$ cat src/rtl/cca_scan_ctrl.sv
// Raster-scan sequencer for the dual-lane CCL datapath: walks the frame one pixel pair per
// accepted cycle, issues segmentation/label reads and writes labels back two stages later.
module cca_scan_ctrl #(
    parameter int IMG_W  = 64,
    parameter int IMG_H  = 48,
    parameter int ADDR_W = 11
) (
    input  logic              clk,
    input  logic              reset,
    input  logic              start,
    input  logic              mem_ready,
    output logic [ADDR_W-1:0] seg_rd_addr,
    output logic              seg_rd_en,
    output logic [ADDR_W-1:0] up_rd_addr,
    output logic              up_valid,
    output logic              left_valid,
    output logic              cca_enable,
    output logic [ADDR_W-1:0] lbl_wr_addr,
    output logic              lbl_wr_en,
    output logic              busy,
    output logic              frame_done
);

    localparam int PAIRS = IMG_W / 2;
    localparam int TOTAL = PAIRS * IMG_H;
    localparam int COL_W = $clog2(PAIRS);
    localparam int ROW_W = (IMG_H > 1) ? $clog2(IMG_H) : 1;

    localparam logic [ADDR_W-1:0] LAST_ADDR = ADDR_W'(TOTAL - 1);
    localparam logic [ADDR_W-1:0] PAIRS_A   = ADDR_W'(PAIRS);
    localparam logic [COL_W-1:0]  COL_MAX   = COL_W'(PAIRS - 1);
    localparam logic [ROW_W-1:0]  ROW_MAX   = ROW_W'(IMG_H - 1);

    typedef enum logic [1:0] {
        IDLE  = 2'd0,
        SCAN  = 2'd1,
        DRAIN = 2'd2,
        DONE  = 2'd3
    } state_t;

    state_t            state_q, state_d;
    logic [ADDR_W-1:0] rd_ptr_q, rd_ptr_d;
    logic [COL_W-1:0]  col_q, col_d;
    logic [ROW_W-1:0]  row_q, row_d;
    logic              vld_p1_q, vld_p1_d;
    logic              vld_p2_q, vld_p2_d;
    logic              busy_q, busy_d;
    logic              frame_done_q, frame_done_d;

    // Stage payloads carry no meaning while their valid bit is low, so they skip reset.
    logic [ADDR_W-1:0] addr_p1_q, addr_p1_d;
    logic [ADDR_W-1:0] addr_p2_q, addr_p2_d;
    logic              up_p1_q, up_p1_d;
    logic              left_p1_q, left_p1_d;

    logic scanning;
    logic issue;
    logic wr_fire;

    always_comb begin
        scanning = (state_q == SCAN);
        issue    = scanning && mem_ready;
        wr_fire  = vld_p2_q && mem_ready;
    end

    always_comb begin
        state_d      = state_q;
        rd_ptr_d     = rd_ptr_q;
        col_d        = col_q;
        row_d        = row_q;
        vld_p1_d     = vld_p1_q;
        vld_p2_d     = vld_p2_q;
        addr_p1_d    = addr_p1_q;
        addr_p2_d    = addr_p2_q;
        up_p1_d      = up_p1_q;
        left_p1_d    = left_p1_q;

        // p0 -> p1 -> p2: the whole pipe shifts only on a granted memory cycle
        if (mem_ready) begin
            vld_p1_d  = issue;
            addr_p1_d = rd_ptr_q;
            up_p1_d   = (row_q != '0);
            left_p1_d = (col_q != '0);
            vld_p2_d  = vld_p1_q;
            addr_p2_d = addr_p1_q;
        end

        case (state_q)
            IDLE: begin
                if (start) begin
                    state_d  = SCAN;
                    rd_ptr_d = '0;
                    col_d    = '0;
                    row_d    = '0;
                end
            end
            SCAN: begin
                if (issue) begin
                    rd_ptr_d = rd_ptr_q + ADDR_W'(1);
                    if (col_q == COL_MAX) begin
                        col_d = '0;
                        row_d = (row_q == ROW_MAX) ? '0 : row_q + ROW_W'(1);
                    end else begin
                        col_d = col_q + COL_W'(1);
                    end
                    if (rd_ptr_q == LAST_ADDR) begin
                        state_d = DRAIN;
                    end
                end
            end
            DRAIN: begin
                if (wr_fire && (addr_p2_q == LAST_ADDR)) begin
                    state_d = DONE;
                end
            end
            default: begin
                state_d = IDLE;
            end
        endcase

        busy_d       = (state_d != IDLE);
        frame_done_d = (state_d == DONE);
    end

    always_ff @(posedge clk or negedge reset) begin
        if (!reset) begin
            state_q      <= IDLE;
            rd_ptr_q     <= '0;
            col_q        <= '0;
            row_q        <= '0;
            vld_p1_q     <= 1'b0;
            vld_p2_q     <= 1'b0;
            busy_q       <= 1'b0;
            frame_done_q <= 1'b0;
        end else begin
            state_q      <= state_d;
            rd_ptr_q     <= rd_ptr_d;
            col_q        <= col_d;
            row_q        <= row_d;
            vld_p1_q     <= vld_p1_d;
            vld_p2_q     <= vld_p2_d;
            busy_q       <= busy_d;
            frame_done_q <= frame_done_d;
        end
    end

    always_ff @(posedge clk) begin
        addr_p1_q <= addr_p1_d;
        addr_p2_q <= addr_p2_d;
        up_p1_q   <= up_p1_d;
        left_p1_q <= left_p1_d;
    end

    // Address buses are forced to zero whenever their stage is empty so idle/reset reads as 0.
    always_comb begin
        seg_rd_en   = issue;
        seg_rd_addr = scanning ? rd_ptr_q : '0;
        up_rd_addr  = scanning ? (rd_ptr_q - PAIRS_A) : '0;
        up_valid    = vld_p1_q && up_p1_q;
        left_valid  = vld_p1_q && left_p1_q;
        cca_enable  = vld_p1_q && mem_ready;
        lbl_wr_en   = wr_fire;
        lbl_wr_addr = vld_p2_q ? addr_p2_q : '0;
        busy        = busy_q;
        frame_done  = frame_done_q;
    end

endmodule

$ cat config.mk
export PLATFORM = sky130hd
export DESIGN_NAME = cca_scan_ctrl
export DESIGN_NICKNAME = d
export VERILOG_FILES = /design/src/rtl/cca_scan_ctrl.sv
export SDC_FILE = /design/constraint.sdc
export NUM_CORES = 1
export LEC_CHECK = 0
export ABC_AREA = 1
export CAP_MARGIN = 30
export CORE_MARGIN = 3
export CORE_UTILIZATION = 53
export CTS_CLUSTER_DIAMETER = 120
export CTS_CLUSTER_SIZE = 30
export DETAILED_ROUTE_END_ITERATION = 10
export PLACE_DENSITY = 0.92
export SYNTH_ARGS = -nofsm -noshare
export SYNTH_HDL_FRONTEND = slang
export SYNTH_SLANG_ARGS = --single-unit
$ cat constraint.sdc
create_clock -name clk -period 1.7 [get_ports clk]
set_input_delay 0.51 -clock clk [delete_from_list [all_inputs] [get_ports clk]]
set_output_delay 0.51 -clock clk [all_outputs]
set_load 0.005 [all_outputs]
==> results.json, run 1 <==
{
  "status": "finished with violations",
  "violations": "negative setup slack",
  "clkSinkCount": 52,
  "max_freq_mhz": 499,
  "setup-violations-final": 24,
  "clk_pin_slew_ps": 100,
  "period_share_pct": 118,
  "worst_slew_pin_slew_ps": 456,
  "drc": 0,
  "grt_pass1_vias": 2410,
  "drive_gt1_share_pct": 36.1,
  "hp-start": "addr_p1_q[9]",
  "area_delta_synth_final_pct": 40.1,
  "num_antenna_cells": 0,
  "gp_congestion": 0.930,
  "grt_max_degree": 29,
  "worstHoldPathCells": 0,
  "netlist_instances": 300,
  "total_leakage_power_nw": 1.99,
  "place_hpwl_um": 4750,
  "nets": 410,
  "start_util_pct": 57.2,
  "drv_slew": 0,
  "dieArea_mm2": 0.00580,
  "hp-class": "register to register",
  "clkLatencyLatePin_ps": 310,
  "ys_warn_count": 0,
  "cpPeakStageDelay_ps": 410,
  "ys_types": 26,
  "syn_avg_cell_area_um2": 8.70,
  "crit_arrival_ps": 1490,
  "rsz0062_at_grt": "true",
  "syn_nets": 312,
  "cts_buffers": 5,
  "synthTopCellsByArea": "edfxtp_1, dfrtp_1, nand2_1",
  "synth_seq_cells": 52,
  "cp.required_ps": 1190,
  "path_max_fanout": 3,
  "period_minus_slack_ps": 2000,
  "yosysTopAreaCell": "edfxtp_1",
  "pin_count": 44,
  "finClkSkew_ps": 13.3,
  "fp.dieW_um": 76.2,
  "regToRegStartpoint": "state_q[1]",
  "final_util_pct": 80.1,
  "setup_slack_ps": -302,
  "hold_viol_final": 0,
  "crit_path_start_kind": "register",
  "drtIter0Drc": 272,
  "synth_area_mm2": 0.00261,
  "core_mm2": 0.00456,
  "hold_slack_ps": 423,
  "grt_pass1_wl_um": 10900,
  "cts_tree": "yes",
  "track_usage_pct": 23.7,
  "crit_chain": "buf_6 -> nor3_4 -> nand3_2 -> o21ai_2 -> a21oi_1 -> buf_2",
  "ant_nets": 0,
  "viasPerCell": 5.24,
  "portBuffers": 43,
  "worstReg2RegEnd": "rd_ptr_q[6]",
  "rows": 24,
  "cts_buffer_depth": 2,
  "p_total_mw": 2.10,
  "synth.top_cell.area_share_pct": 27.6,
  "r2r_slack_ps": -20,
  "cts-root-buf": "clkbuf_8",
  "peakVddDrop_mv": 0.492,
  "cp_slowest_cell": "dfrtp_1",
  "post_drt_wl_per_cell_um": 15.3,
  "fin_setup_tns_ps": -3000,
  "antenna_found_initial": 0,
  "yosysSeqAreaShare_pct": 54.5,
  "drtPass1Iterations": 4,
  "worstSetupPathType": "register to output pin",
  "cts.htree.levels": 2,
  "grt_overflow_total": 0,
  "cp-end-kind": "output pin",
  "hold_buffers": 0,
  "slew_headroom_pct": 69.3,
  "vias": 2430,
  "die_y_um": 76.2,
  "powerDensity_mw_per_mm2": 574,
  "hold_path_end": "addr_p2_q[9]",
  "worstRegToRegCells": 11,
  "cap_violations": 0,
  "wl_um": 7100
}
==> per-layer routing <==
layer	wire length [um]	track usage, %
met5	0	0
met2	3740	44.7
met1	2660	25.2
met3	421	5.32
met4	273	10.3
==> worst max path at each step <==
stage	endpoint	startpoint	cells after the start	slack, ps
3_3_place_gp	seg_rd_en	mem_ready	5	-620
4_1_cts	up_rd_addr[10]	rd_ptr_q[5]	6	-290
3_5_place_dp	seg_rd_en	mem_ready	5	-620
5_1_grt	up_rd_addr[10]	rd_ptr_q[6]	6	-370
6_report	up_rd_addr[10]	rd_ptr_q[5]	6	-300
2_1_floorplan	up_rd_addr[7]	rd_ptr_q[5]	4	80
==> power by group <==
group          total [mW]  internal [mW]  switching (mW)  leakage [nW]
Combinational      0.0525         0.0183          0.0341          1.44
Clock               0.706          0.294           0.412        0.0414
Sequential           1.34           1.33         0.00742         0.502
Total                2.10           1.65           0.454          1.99
==> synth_stat cells (all sizes together) <==
cell,number
nand2,76
inv,52
nor2,40
or2,1
clkinv,1
edfxtp,24
o21ai,19
a31oi,1
ha,8
nand3,15
nor3,8
buf,7
clkbuf,2
dfrtp,28
nand4,6
a21oi,12
==> stage by stage <==
stage                     cell area [um^2]  setup slack, ps  std cells
final                                 3660             -302        464
after CTS                             3570             -293        460
after floorplan                       2610             81.5        300
after global placement                3420             -617        444
after detailed placement              3420             -621        444
after global routing                  3660             -371        464
==> timing repair <==
item,CTS,global route
pin swaps,9,11
resized for setup,160,39
gates cloned,0,1
setup endpoints to repair,43,43
buffers inserted,11,4
==> flip-flops by register name, indices dropped and copies added (netlist names) <==
name	count
addr_p1_q	11
addr_p2_q	11
rd_ptr_q	11
row_q	6
col_q	5
state_q	2
busy	1
frame_done	1
left_p1_q	1
up_p1_q	1
vld_p1_q	1
vld_p2_q	1
==> critical path, delay by kind of cell, from the launching register on <==
family,cells,cell delay [ps]
AOI/OAI and AO/OA,2,170
buffers and inverters,2,260
DFF,1,410
and+or+nand+nor,2,340
==> layout make-up <==
cell class              instances  area [um^2]
well taps                      65         81.3
clock inverters                 2         16.3
multi-input cells             186         1080
flip-flops and latches         52         1420
inverters                      53          203
repair buffers                100          781
clock buffers                   6         72.6
fillers                       286          908
==> cell usage in the layout (no fill, tap or decap), types with 2 or more instances in the layout <==
master           instances
inv_1                   43
nand2_1                 67
clkdlybuf4s50_1          4
buf_4                   43
dlygate4sd2_1            2
a21oi_1                 11
ha_1                     6
nand3_1                 12
buf_2                   21
nor3_1                   5
inv_2                    8
o21ai_1                  5
nor2_1                  28
edfxtp_1                24
nand4_1                  5
clkbuf_8                 5
dfrtp_1                 27
clkbuf_2                13
nand3_4                  2
nand2_4                  4
buf_12                   3
nand2_2                  4
nor3_2                   2
o21ai_0                 13
buf_6                   12
nor2_4                  11
==> logic make-up after synthesis <==
group           Yosys count  synth area share, %
simple gates            146                 25.3
compound gates           32                 6.19
buf+inv                  62                 10.2
flops                    52                 54.5
fa+ha+maj                 8                 3.84
(Power assumes the default switching activity.)
==> run 2, diff against run 1 <==
--- a/config.mk
+++ b/config.mk
@@ -12,7 +12,9 @@
 export CTS_CLUSTER_DIAMETER = 120
 export CTS_CLUSTER_SIZE = 30
 export DETAILED_ROUTE_END_ITERATION = 10
+export MAX_ROUTING_LAYER = met4
 export PLACE_DENSITY = 0.92
+export SKIP_CTS_REPAIR_TIMING = 1
 export SYNTH_ARGS = -nofsm -noshare
 export SYNTH_HDL_FRONTEND = slang
 export SYNTH_SLANG_ARGS = --single-unit
==> run 2 against run 1 <==
Compared with the run above: the run still ends with negative setup slack left; clock power increased by 1%; utilization is 1.4 points higher; sequential cell count did not move; die area did not move; worst hold slack gained 2.8 ps; combinational power hardly changed; count of clock-buffer cells in the layout stayed put; cell count is 0.86% higher; critical path type unchanged; largest cell class unchanged; largest power group unchanged.
==> results.json, run 2 (synthesis results as in run 1) <==
{
  "critical_path_depth": 5,
  "path_buf_inv": 2,
  "period_share_pct": 119,
  "cts_buffer_depth": 2,
  "gp_congestion": 0.946,
  "hp-class": "register to register",
  "area_delta_synth_final_pct": 42.6,
  "viasPerCell": 5.33,
  "p_total_mw": 2.11,
  "cap_violations": 0,
  "regArea_mm2": 0.00142,
  "clkSinkCount": 52,
  "r2r_slack_ps": 70,
  "portBuffers": 43,
  "max_freq_mhz": 496,
  "worst_slew_pin_slew_ps": 432,
  "cts.htree.levels": 2,
  "design_area_mm2": 0.00372,
  "total_leakage_power_nw": 2.11,
  "post_drt_wl_per_cell_um": 15.5,
  "setup_slack_ps": -317,
  "hold_viol_final": 0,
  "cp_slowest_cell": "dfrtp_1",
  "worstHoldPathCells": 0,
  "final_common_cell": "nand2_1",
  "antenna_found_initial": 0,
  "grt_pass1_wl_um": 10200,
  "nets": 414,
  "pre_cts_ws_ps": -621,
  "rsz0062_at_grt": "true",
  "ant_nets": 0,
  "worstRegToRegCells": 11,
  "cts_buffers": 5,
  "powerDensity_mw_per_mm2": 567,
  "num_antenna_cells": 0,
  "cts_tree": "yes",
  "peakVddDrop_mv": 0.491,
  "drive_gt1_share_pct": 36.5,
  "worstSetupPathType": "register to output pin",
  "violations": "negative setup slack",
  "core_mm2": 0.00456,
  "multi_input_area_mm2": 0.00106,
  "crit_arrival_ps": 1510,
  "clk_pin_slew_ps": 100,
  "final_cell_mix": "nand2_1, buf_4, inv_1",
  "grt_overflow_total": 0,
  "cp.required_ps": 1190,
  "path_max_fanout": 4,
  "place_hpwl_um": 4750,
  "crit_chain": "inv_2 -> ha_4 -> or2_4 -> a21oi_2 -> buf_2",
  "top_regs": "addr_p1_q (11), addr_p2_q (11), rd_ptr_q (11)",
  "drtPass1Iterations": 5,
  "cp-end-kind": "output pin",
  "crit_path_start_kind": "register",
  "vias": 2496,
  "fillerInstances": 268,
  "grt_max_degree": 29,
  "dpl_cell_area_mm2": 0.00342,
  "start_util_pct": 57.2,
  "cp_top_family": "flip-flops",
  "cts-root-buf": "clkbuf_8",
  "drv_slew": 0,
  "drc": 0,
  "pin_count": 44,
  "slew_headroom_pct": 71.0,
  "dieArea_mm2": 0.00580,
  "track_usage_pct": 22.7,
  "fp.dieW_um": 76.2,
  "wl_um": 7270,
  "setup-violations-final": 29,
  "status": "finished with violations",
  "die_y_um": 76.2,
  "drtIter0Drc": 283,
  "clkLatencyLatePin_ps": 310,
  "rows": 24,
  "cpPeakStageDelay_ps": 440,
  "period_minus_slack_ps": 2020,
  "grt_pass1_vias": 2229,
  "finClkSkew_ps": 12.2
}
## run 2: cell count changes in the layout (fill, tap and decap cells not counted), moves of 3 or more
cell / previous run / this run
inv_2: 8 / 11
inv_1: 43 / 40
dlymetal6s2s_1: 0 / 8
buf_2: 21 / 11
clkbuf_2: 13 / 18
## run 2: stage by stage
step                TNS, ps  hold WS (ps)  utilization, %  cells
detailed placement   -12440           406            74.9    444
floorplan                 0           214               -    300
CTS                  -17140           428            76.8    452
global route          -6250           439            81.5    468
finish                -4760           426            81.5    468
global placement     -10170           402            74.9    444
## run 2: power by group
| part | switching (mW) | total (mW) | internal, mW | leakage (nW) |
|---|---|---|---|---|
| logic | 0.0337 | 0.0527 | 0.0190 | 1.57 |
| registers | 0.00816 | 1.34 | 1.33 | 0.502 |
| clock network | 0.420 | 0.714 | 0.294 | 0.0414 |
## run 2: final cells by class
cell class / count / share of cell area [%]
Multi-Input combinational cell: 186 / 28.4
Tap cell: 65 / 2.19
Clock inverter: 2 / 0.437
Timing Repair Buffer: 104 / 23.3
Inverter: 53 / 5.45
Sequential cell: 52 / 38.3
Clock buffer: 6 / 1.95
## run 2: routing by layer
metal | global-route usage [%] | routed length, um | vias to the layer above
li1 | - | - | 1146
met1 | 25.4 | 2690 | 1187
met2 | 41.8 | 3850 | 137
met3 | 4.02 | 516 | 26
met4 | 5.80 | 214 | 0
met5 | - | 0 | -
## run 2: final timing paths
| path | startpoint | to |
|---|---|---|
| max in group asynchronous | reset | rd_ptr_q[6] |
| hold / removal | addr_p1_q[9] | addr_p2_q[9] |
| min in group asynchronous | reset | vld_p2_q |
| setup / recovery | rd_ptr_q[5] | up_rd_addr[7] |
| setup reg to reg | col_q[0] | row_q[5] |
| hold reg to reg | addr_p1_q[9] | addr_p2_q[9] |
